===== src/rtl/cpu_pkg.sv =====
// Shared constants and the fetch-queue entry type for the MIPS front end.
package cpu_pkg;

  localparam int XLEN = 32;
  localparam logic [XLEN-1:0] RESET_PC   = 32'h0000_0000;
  localparam logic [XLEN-1:0] EXC_VECTOR = 32'h0000_0080;

  typedef struct packed {
    logic [XLEN-1:0] inst;
    logic [XLEN-1:0] pc;
  } fetch_entry_t;

  // Width of a counter that must hold 0..depth inclusive.
  function automatic int cnt_width(input int depth);
    return $clog2(depth) + 1;
  endfunction

endpackage


===== src/rtl/fetch_queue.sv =====
// Synchronous FIFO with flush; holds fetched {inst, pc} entries for decode.
module fetch_queue #(
  parameter int DEPTH = 4,
  parameter int WIDTH = 64
) (
  input  logic                     clock,
  input  logic                     reset,
  input  logic                     push,
  input  logic [WIDTH-1:0]         push_data,
  input  logic                     pop,
  input  logic                     flush,
  output logic [WIDTH-1:0]         head,
  output logic                     empty,
  output logic                     full,
  output logic [$clog2(DEPTH):0]   count
);

  localparam int AW = $clog2(DEPTH);
  localparam int CW = AW + 1;

  logic [WIDTH-1:0] mem [DEPTH];
  logic [AW-1:0]    wr_ptr;
  logic [AW-1:0]    rd_ptr;
  logic [CW-1:0]    count_q;
  logic             do_push;
  logic             do_pop;

  assign empty   = (count_q == '0);
  assign full    = (count_q == CW'(DEPTH));
  assign count   = count_q;
  assign head    = mem[rd_ptr];
  assign do_push = push && !full;
  assign do_pop  = pop && !empty;

  // Flush wins over a same-cycle push: that word belongs to the old path.
  always_ff @(posedge clock or negedge reset) begin
    if (!reset) begin
      wr_ptr  <= '0;
      rd_ptr  <= '0;
      count_q <= '0;
      for (int i = 0; i < DEPTH; i++) mem[i] <= '0;
    end else if (flush) begin
      wr_ptr  <= '0;
      rd_ptr  <= '0;
      count_q <= '0;
    end else begin
      if (do_push) begin
        mem[wr_ptr] <= push_data;
        wr_ptr      <= wr_ptr + AW'(1);
      end
      if (do_pop) rd_ptr <= rd_ptr + AW'(1);
      count_q <= count_q + CW'(do_push) - CW'(do_pop);
    end
  end

endmodule


===== src/rtl/fetch_unit.sv =====
// Instruction-fetch front end: credit-limited imem requests, response queue, redirects.
// Optional macro FETCH_PERF_EN adds saturating perf_fetched / perf_dropped counters.
module fetch_unit #(
  parameter int                XLEN       = cpu_pkg::XLEN,
  parameter int                DEPTH      = 4,
  parameter logic [XLEN-1:0]   RESET_PC   = XLEN'(cpu_pkg::RESET_PC),
  parameter logic [XLEN-1:0]   EXC_VECTOR = XLEN'(cpu_pkg::EXC_VECTOR)
) (
  input  logic             clock,
  input  logic             reset,
  output logic             imem_req,
  output logic [XLEN-1:0]  imem_addr,
  input  logic             imem_gnt,
  input  logic             imem_rvalid,
  input  logic [XLEN-1:0]  imem_rdata,
  input  logic             redirect_valid,
  input  logic [XLEN-1:0]  redirect_pc,
  input  logic             exception,
  output logic             id_valid,
  input  logic             id_ready,
  output logic [XLEN-1:0]  id_inst,
  output logic [XLEN-1:0]  id_pc,
  output logic [XLEN-1:0]  id_next_pc
`ifdef FETCH_PERF_EN
  ,
  output logic [31:0]      perf_fetched,
  output logic [31:0]      perf_dropped
`endif
);

  import cpu_pkg::*;

  localparam int CW = cnt_width(DEPTH);

  typedef struct packed {
    logic [XLEN-1:0] inst;
    logic [XLEN-1:0] pc;
  } entry_t;

  // Handshakes: imem request transfers when imem_req & imem_gnt at a rising edge;
  // decode transfer happens when id_valid & id_ready at a rising edge.
  logic [XLEN-1:0] fetch_pc;
  logic [XLEN-1:0] resp_pc;
  logic [CW-1:0]   outstanding;
  logic [CW-1:0]   drop;
  logic [CW-1:0]   outstanding_next;
  logic [CW:0]     inflight;
  logic            redir;
  logic [XLEN-1:0] target;
  logic            grant;
  logic            accept;
  logic            pop;
  entry_t          push_entry;
  entry_t          head;
  logic            q_empty;
  logic            q_full;
  logic [CW-1:0]   q_count;

  assign redir    = redirect_valid || exception;
  assign target   = exception ? EXC_VECTOR : redirect_pc;
  // Outstanding requests reserve a queue slot, so the queue can never overflow.
  assign inflight = {1'b0, q_count} + {1'b0, outstanding};
  assign imem_req = reset && (inflight < (CW+1)'(DEPTH)) && !redir;
  assign imem_addr = fetch_pc;
  assign grant    = imem_req && imem_gnt;
  assign accept   = imem_rvalid && (drop == '0);
  assign pop      = id_valid && id_ready;
  assign outstanding_next = outstanding + CW'(grant) - CW'(imem_rvalid);

  assign push_entry.inst = imem_rdata;
  assign push_entry.pc   = resp_pc;

  fetch_queue #(
    .DEPTH (DEPTH),
    .WIDTH ($bits(entry_t))
  ) u_queue (
    .clock     (clock),
    .reset     (reset),
    .push      (accept),
    .push_data (push_entry),
    .pop       (pop),
    .flush     (redir),
    .head      (head),
    .empty     (q_empty),
    .full      (q_full),
    .count     (q_count)
  );

  assign id_valid   = !q_empty;
  assign id_inst    = q_empty ? '0 : head.inst;
  assign id_pc      = q_empty ? '0 : head.pc;
  assign id_next_pc = q_empty ? '0 : head.pc + XLEN'(4);

  always_ff @(posedge clock or negedge reset) begin
    if (!reset) begin
      fetch_pc    <= RESET_PC;
      resp_pc     <= RESET_PC;
      outstanding <= '0;
      drop        <= '0;
    end else begin
      outstanding <= outstanding_next;
      if (redir) begin
        // Everything still in flight after this cycle belongs to the old path.
        fetch_pc <= target;
        resp_pc  <= target;
        drop     <= outstanding_next;
      end else begin
        if (grant)  fetch_pc <= fetch_pc + XLEN'(4);
        if (accept) resp_pc  <= resp_pc + XLEN'(4);
        if (imem_rvalid && (drop != '0)) drop <= drop - CW'(1);
      end
    end
  end

`ifdef FETCH_PERF_EN
  logic fetched_evt;
  logic dropped_evt;

  // A word arriving in a redirect cycle is flushed, so it counts as dropped.
  assign fetched_evt = accept && !redir;
  assign dropped_evt = imem_rvalid && !fetched_evt;

  always_ff @(posedge clock or negedge reset) begin
    if (!reset) begin
      perf_fetched <= '0;
      perf_dropped <= '0;
    end else begin
      if (fetched_evt && (perf_fetched != '1)) perf_fetched <= perf_fetched + 32'd1;
      if (dropped_evt && (perf_dropped != '1)) perf_dropped <= perf_dropped + 32'd1;
    end
  end
`endif

  a_rvalid_has_credit: assert property (@(posedge clock) disable iff (!reset)
    imem_rvalid |-> (outstanding != '0));

  a_no_overflow: assert property (@(posedge clock) disable iff (!reset)
    !(accept && q_full));

  a_addr_hold: assert property (@(posedge clock) disable iff (!reset)
    (imem_req && !imem_gnt) |=> (redirect_valid || exception || (imem_req && $stable(imem_addr))));

endmodule

===== config.mk =====
export PLATFORM = sky130hd
export DESIGN_NAME = fetch_unit
export DESIGN_NICKNAME = d
export VERILOG_FILES = /design/src/rtl/cpu_pkg.sv /design/src/rtl/fetch_queue.sv /design/src/rtl/fetch_unit.sv
export SDC_FILE = /design/constraint.sdc
export NUM_CORES = 1
export LEC_CHECK = 0
export ABC_AREA = 1
export CAP_MARGIN = 10
export CORE_MARGIN = 5
export CORE_UTILIZATION = 61
export DETAILED_ROUTE_END_ITERATION = 10
export PLACE_DENSITY = 0.91
export SETUP_SLACK_MARGIN = 0.2
export SYNTH_ARGS = -nofsm -noshare
export SYNTH_HDL_FRONTEND = slang
export SYNTH_SLANG_ARGS = --single-unit

===== constraint.sdc =====
create_clock -name clock -period 5.8 [get_ports clock]
set_input_delay 1.16 -clock clock [delete_from_list [all_inputs] [get_ports clock]]
set_output_delay 1.16 -clock clock [all_outputs]
set_load 0.1 [all_outputs]

==> Word-level counts from Yosys, hierarchy flattened <==
Cells that the tools add are included.
Widths: inputs -> output; s select.
{ "word_totals": {"reg_bits": 333, "input_bits": 71, "out_inout_bits": 130, "elab_cells": 73} }
{ "op_classes": {"n_addsub": 11, "order_cmp": 4, "eq_ne": 1, "mux": 21, "bitwise": 3, "reduce_logical": 22} }
{ "op_table": {"columns": ["op", "n"], "rows": [
  ["$bwmux 256", 1],
  ["$mux 32", 8],
  ["$mux 64", 3],
  ["$bmux 64 s2", 1],
  ["$demux 64 s2", 1],
  ["$add 32x3->32 const B", 3],
  ["$reduce_bool 2->1", 5],
  ["$logic_and 1x1->1", 9],
  ["$mux 3", 3],
  ["$mux 2", 4],
  ["$add 3x1->3", 2],
  ["$ge 3x3->1 const B", 2],
  ["$logic_not 3->1", 2],
  ["$not 2->3", 2],
  ["$sub 3x1->3", 2],
  ["$add 2x1->2 const B", 2],
  ["$add 3x3->4", 1],
  ["$lt 4x3->1 const B", 1],
  ["$eq 3x3->1 const B", 1],
  ["$logic_not 1->1", 3],
  ["$lt 3x1->1 const B", 1],
  ["$reduce_bool 3->1", 1],
  ["$sub 3x1->3 const B", 1],
  ["$reduce_and 2->1", 1],
  ["2 further kinds", 2]
]} }

==> Longest topological paths before layout <==
{ "depth": {"depth_word": 8, "depth_mapped": 17, "ltp_nobuf": 15} }

==> Hierarchy <==
A second synthesis with hierarchy kept.
{ "hier_totals": {"hier_cells": 2682, "area_unflattened_um2": 19127.1} }
{ "by_module_without_submodules": {"columns": ["mod", "instances", "cells_each", "area_per_inst_um2", "seq_area_each_um2"], "rows": [
  ["fetch_queue", 1, 1555, 12812.3, 6581.3],
  ["fetch_unit", 1, 1127, 6314.8, 1701.6]
]} }

==> Worst setup path after synthesis <==
No wires, ideal clock.
{ "synth_timing": {"path_kind": "reg-to-output", "from": "register u_queue.rd_ptr[0]", "to": "output id_next_pc[6]", "arrival_ns": 3.872, "t_required_ns": 4.640, "slack_ns": 0.768, "path_stages_with_launch": 10, "path_buffers": 2, "path_cell_list": "dfrtp_1 -> buf_6 -> inv_8 -> buf_12 -> nand2_2 -> nand3_1 -> nand2_1 -> nor2_1 -> a21oi_1 -> a21oi_1"} }
{ "synth_via": {"elab_chain_len": 6} }
{ "synth_rtl": {"columns": ["item", "line", "text"], "rows": [
  ["from (decl)", "fetch_queue.sv:23", "logic [AW-1:0] rd_ptr;"],
  ["from (signal assigned)", "fetch_queue.sv:51", "if (do_pop) rd_ptr <= rd_ptr + AW'(1);"],
  ["$not 2->3 (implied by the code)", "fetch_queue.sv:31", "assign head = mem[rd_ptr];"],
  ["$bmux 64 s2", "fetch_queue.sv:31", null],
  ["$mux 64 (implied by the code) (2 in a row)", "fetch_queue.sv:31", null],
  ["$add 32x3->32", "fetch_unit.sv:92", "assign id_next_pc = q_empty ? '0 : head.pc + XLEN'(4);"],
  ["$mux 32", "fetch_unit.sv:92", null],
  ["to (decl)", "fetch_unit.sv:23", "output logic [XLEN-1:0] id_next_pc"]
]} }
Every way passes these cells. The select of a mux whose other input is x is not followed.

==> Final worst setup path <==
{ "layout_timing": {"from": "register u_queue.rd_ptr[0]", "to": "output id_next_pc[22]"} }
Same word-level chain as after synthesis.

==> impl_metrics.json <==
{
  "yosys_most_used_dff": "dfrtp_1",
  "dieArea_um2": 34220,
  "setup-tns-final_ps": 0,
  "start_util": 0.6139,
  "setup_viol": 0,
  "cts_tree": "done",
  "status": "finished, final reports clean",
  "hold_viol": 0,
  "mostFrequentLayoutCell": "nand2_1",
  "grt_pass1_wl_um": 86640,
  "most-common-layout-cells": "678 x nand2_1, 329 x dfrtp_1, 210 x o21ai_0",
  "multiInputGateArea_um2": 8846,
  "fin_ws_ps": 607.5,
  "grt_overflow": 0,
  "synthArstFlopShare": 1.000,
  "finalCritPeriodShare": 0.8953,
  "ant_nets": 0,
  "path_clk_slew_ps": 60,
  "internal-power_uw": 4711,
  "required_ps": 4640,
  "ctsResizeCount": 0,
  "wl_per_cell_um": 18.24,
  "seqPwrFrac": 0.382,
  "p_switching_uw": 2774,
  "fin_skew_ps": 15.39,
  "slew_viol_final": 0,
  "comb_power_share": 0.299,
  "grt_pass1_vias": 17230,
  "ir_drop_uv": 213.8,
  "drive_gt1_frac": 0.1145,
  "startpoint_type": "register",
  "firstDrtPassIters": 6,
  "synth_nets": 2459,
  "synth_warnings": 0,
  "gp_congestion": 0.9331,
  "maxCapViolCount": 0,
  "cts_made_buffers": 35,
  "leakagePower_uw": 0.01023,
  "rsz0062_at_grt": "no",
  "wirelength_um": 53300,
  "worstMarginPinSlew_ps": 1094,
  "slew_headroom": 0.2708,
  "die_width_um": 185.0,
  "htreeDepth": 2,
  "pre_cts_slack_ps": 1311,
  "post-cts-setup-buffer-count": 0,
  "path_class": "reg -> out",
  "vias": 17490,
  "ys_seq_area_frac": 0.4434,
  "sw_frac_of_total": 0.3706,
  "period_needed_ps": 5192,
  "hpwl_um": 34380,
  "pin_count": 201,
  "syn_avg_cell_area_um2": 7.878,
  "fin_hold_ws_ps": 487.4,
  "arrival_ps": 4030,
  "clkPwrFrac": 0.319,
  "syn2layout_area_growth_pct": 16.48,
  "ys_types": 50,
  "die_h_um": 185.0,
  "crit_path_end_kind": "output pin",
  "antenna_found_initial": 2,
  "finalNetCount": 2587,
  "rows": 64,
  "drc": 0,
  "cts_buffer_depth": 3,
  "vias_per_cell": 5.984,
  "clock-sinks": 331,
  "ys_seq_elements": 331,
  "max_freq_ghz": 0.1926,
  "crit_fanout": 132,
  "grt_usage": 0.3087,
  "seqCellArea_um2": 8288,
  "clkLatencyLatePin_ps": 530,
  "grt_max_degree": 173,
  "port_buffers": 200,
  "power_density_nw_per_um2": 344.0,
  "hold_path.class": "reg -> reg",
  "cts_hold_buf": 0,
  "syn_area_um2": 18680,
  "n_fill_cell": 2164,
  "design.core.area_um2": 30430,
  "drt_iter0_drc": 1940,
  "post-route-util": 0.7150,
  "root_buffer": "clkbuf_16",
  "synth_edf_count": 0,
  "p_total_uw": 7485,
  "syn_inst": 2371
}
[final timing paths]
path / from / to / cells after the start / slack [ps]
min reg2reg: u_queue.mem[29] / u_queue.mem[29] / 1 / 490
min in group asynchronous: reset / u_queue.mem[233] / 1 / 630
max: u_queue.rd_ptr[0] / id_next_pc[22] / 15 / 610
min: u_queue.mem[29] / u_queue.mem[29] / 1 / 490
max reg2reg: u_queue.count[2] / u_queue.count[2] / 12 / 2400
max in group asynchronous: reset / u_queue.rd_ptr[0] / 2 / 3700
[synth_stat cells, types with 3 or more instances]
cell / instances / share of area
nand2_4: 3 / 0.0018
buf_4: 21 / 0.0084
dfrtp_1: 331 / 0.44
xor2_1: 7 / 0.0033
nand3_1: 102 / 0.027
buf_2: 55 / 0.015
a31oi_1: 14 / 0.0047
mux2_1: 21 / 0.013
clkbuf_1: 40 / 0.0080
nand3_2: 6 / 0.0032
ha_1: 15 / 0.010
xnor2_1: 7 / 0.0033
nand3b_1: 3 / 0.0012
nand4_1: 19 / 0.0064
nor3_1: 16 / 0.0043
buf_6: 8 / 0.0048
buf_1: 3 / 0.00060
o211ai_1: 4 / 0.0016
nand2_1: 678 / 0.14
o21ai_0: 210 / 0.056
o21a_1: 56 / 0.023
nor2_1: 191 / 0.038
o22ai_1: 7 / 0.0023
buf_8: 5 / 0.0040
inv_1: 200 / 0.040
nor2_4: 11 / 0.0066
nand2_2: 30 / 0.010
mux2_2: 99 / 0.060
inv_2: 4 / 0.00080
o21bai_1: 5 / 0.0020
nor2_2: 14 / 0.0047
a21oi_1: 164 / 0.044
[cell families (layout without fill, tap and decap cells)]
| group | Yosys count | in the layout | share of synthesized area |
|---|---|---|---|
| DFF | 331 | 331 | 0.4434 |
| and+or+nand+nor | 1076 | 1076 | 0.2420 |
| xor gates and xnor gates | 14 | 14 | 0.006565 |
| buffers and inverters | 339 | 492 | 0.08353 |
| muxes | 120 | 120 | 0.07234 |
| AOI/OAI and AO/OA | 474 | 474 | 0.1399 |
| other | 0 | 2 | 0 |
| adders and majority gates | 17 | 17 | 0.01219 |
[routing by layer]
layer / GRT usage / vias to the layer above / routed length, µm
li1: - / 7956 / -
met1: 0.4221 / 8350 / 21490
met2: 0.4974 / 1009 / 24850
met3: 0.04890 / 171 / 4880
met4: 0.1254 / 0 / 2071
met5: 0 / - / 0
[metrics by stage]
stage          area [µm²]  instances
6_report            21760       2922
3_3_place_gp        20530       2858
5_1_grt             21760       2922
4_1_cts             21750       2920
3_5_place_dp        20530       2858
2_1_floorplan       18680       2371
[flip-flops by register name (all words and copies together), names as in the netlist]
| name | flops |
|---|---|
| drop | 3 |
| imem_addr | 31 |
| outstanding | 3 |
| resp_pc | 31 |
| u_queue.count | 3 |
| u_queue.mem | 256 |
| u_queue.rd_ptr | 2 |
| u_queue.wr_ptr | 2 |
[worst max-delay path: stages, from the launching register on]
cell and delay [ps]:
dfrtp_4 780, inv_8 620, nand2_1 180, nand2_1 100
nand2_1 60, nand2_2 140, ha_1 160, nand3_1 120
nor2_2 180, nand3_1 150, nor2_4 210, nand2_1 80
nand2_1 60, inv_1 40, nor2_1 140, buf_4 310
[area by class of cell]
| cell class | instances | share of cell area |
|---|---|---|
| Antenna cell | 2 | 0.0002300 |
| Multi-Input combinational cell | 1701 | 0.4066 |
| Timing Repair Buffer | 224 | 0.09730 |
| Tap cell | 396 | 0.02277 |
| Sequential cell | 331 | 0.3809 |
| Clock inverter | 13 | 0.009431 |
| Inverter | 206 | 0.03588 |
| Clock buffer | 49 | 0.04687 |
[power groups by stage]
stage	clock [µW]	sequential [µW]	combinational, µW
6_report	2390	2860	2240
5_1_grt	2500	2890	2410
4_1_cts	2410	2850	2220
3_5_place_dp	0	2880	2190
3_3_place_gp	0	2860	2130
2_1_floorplan	0	2940	1510
Power figures use the tool's default switching activity.
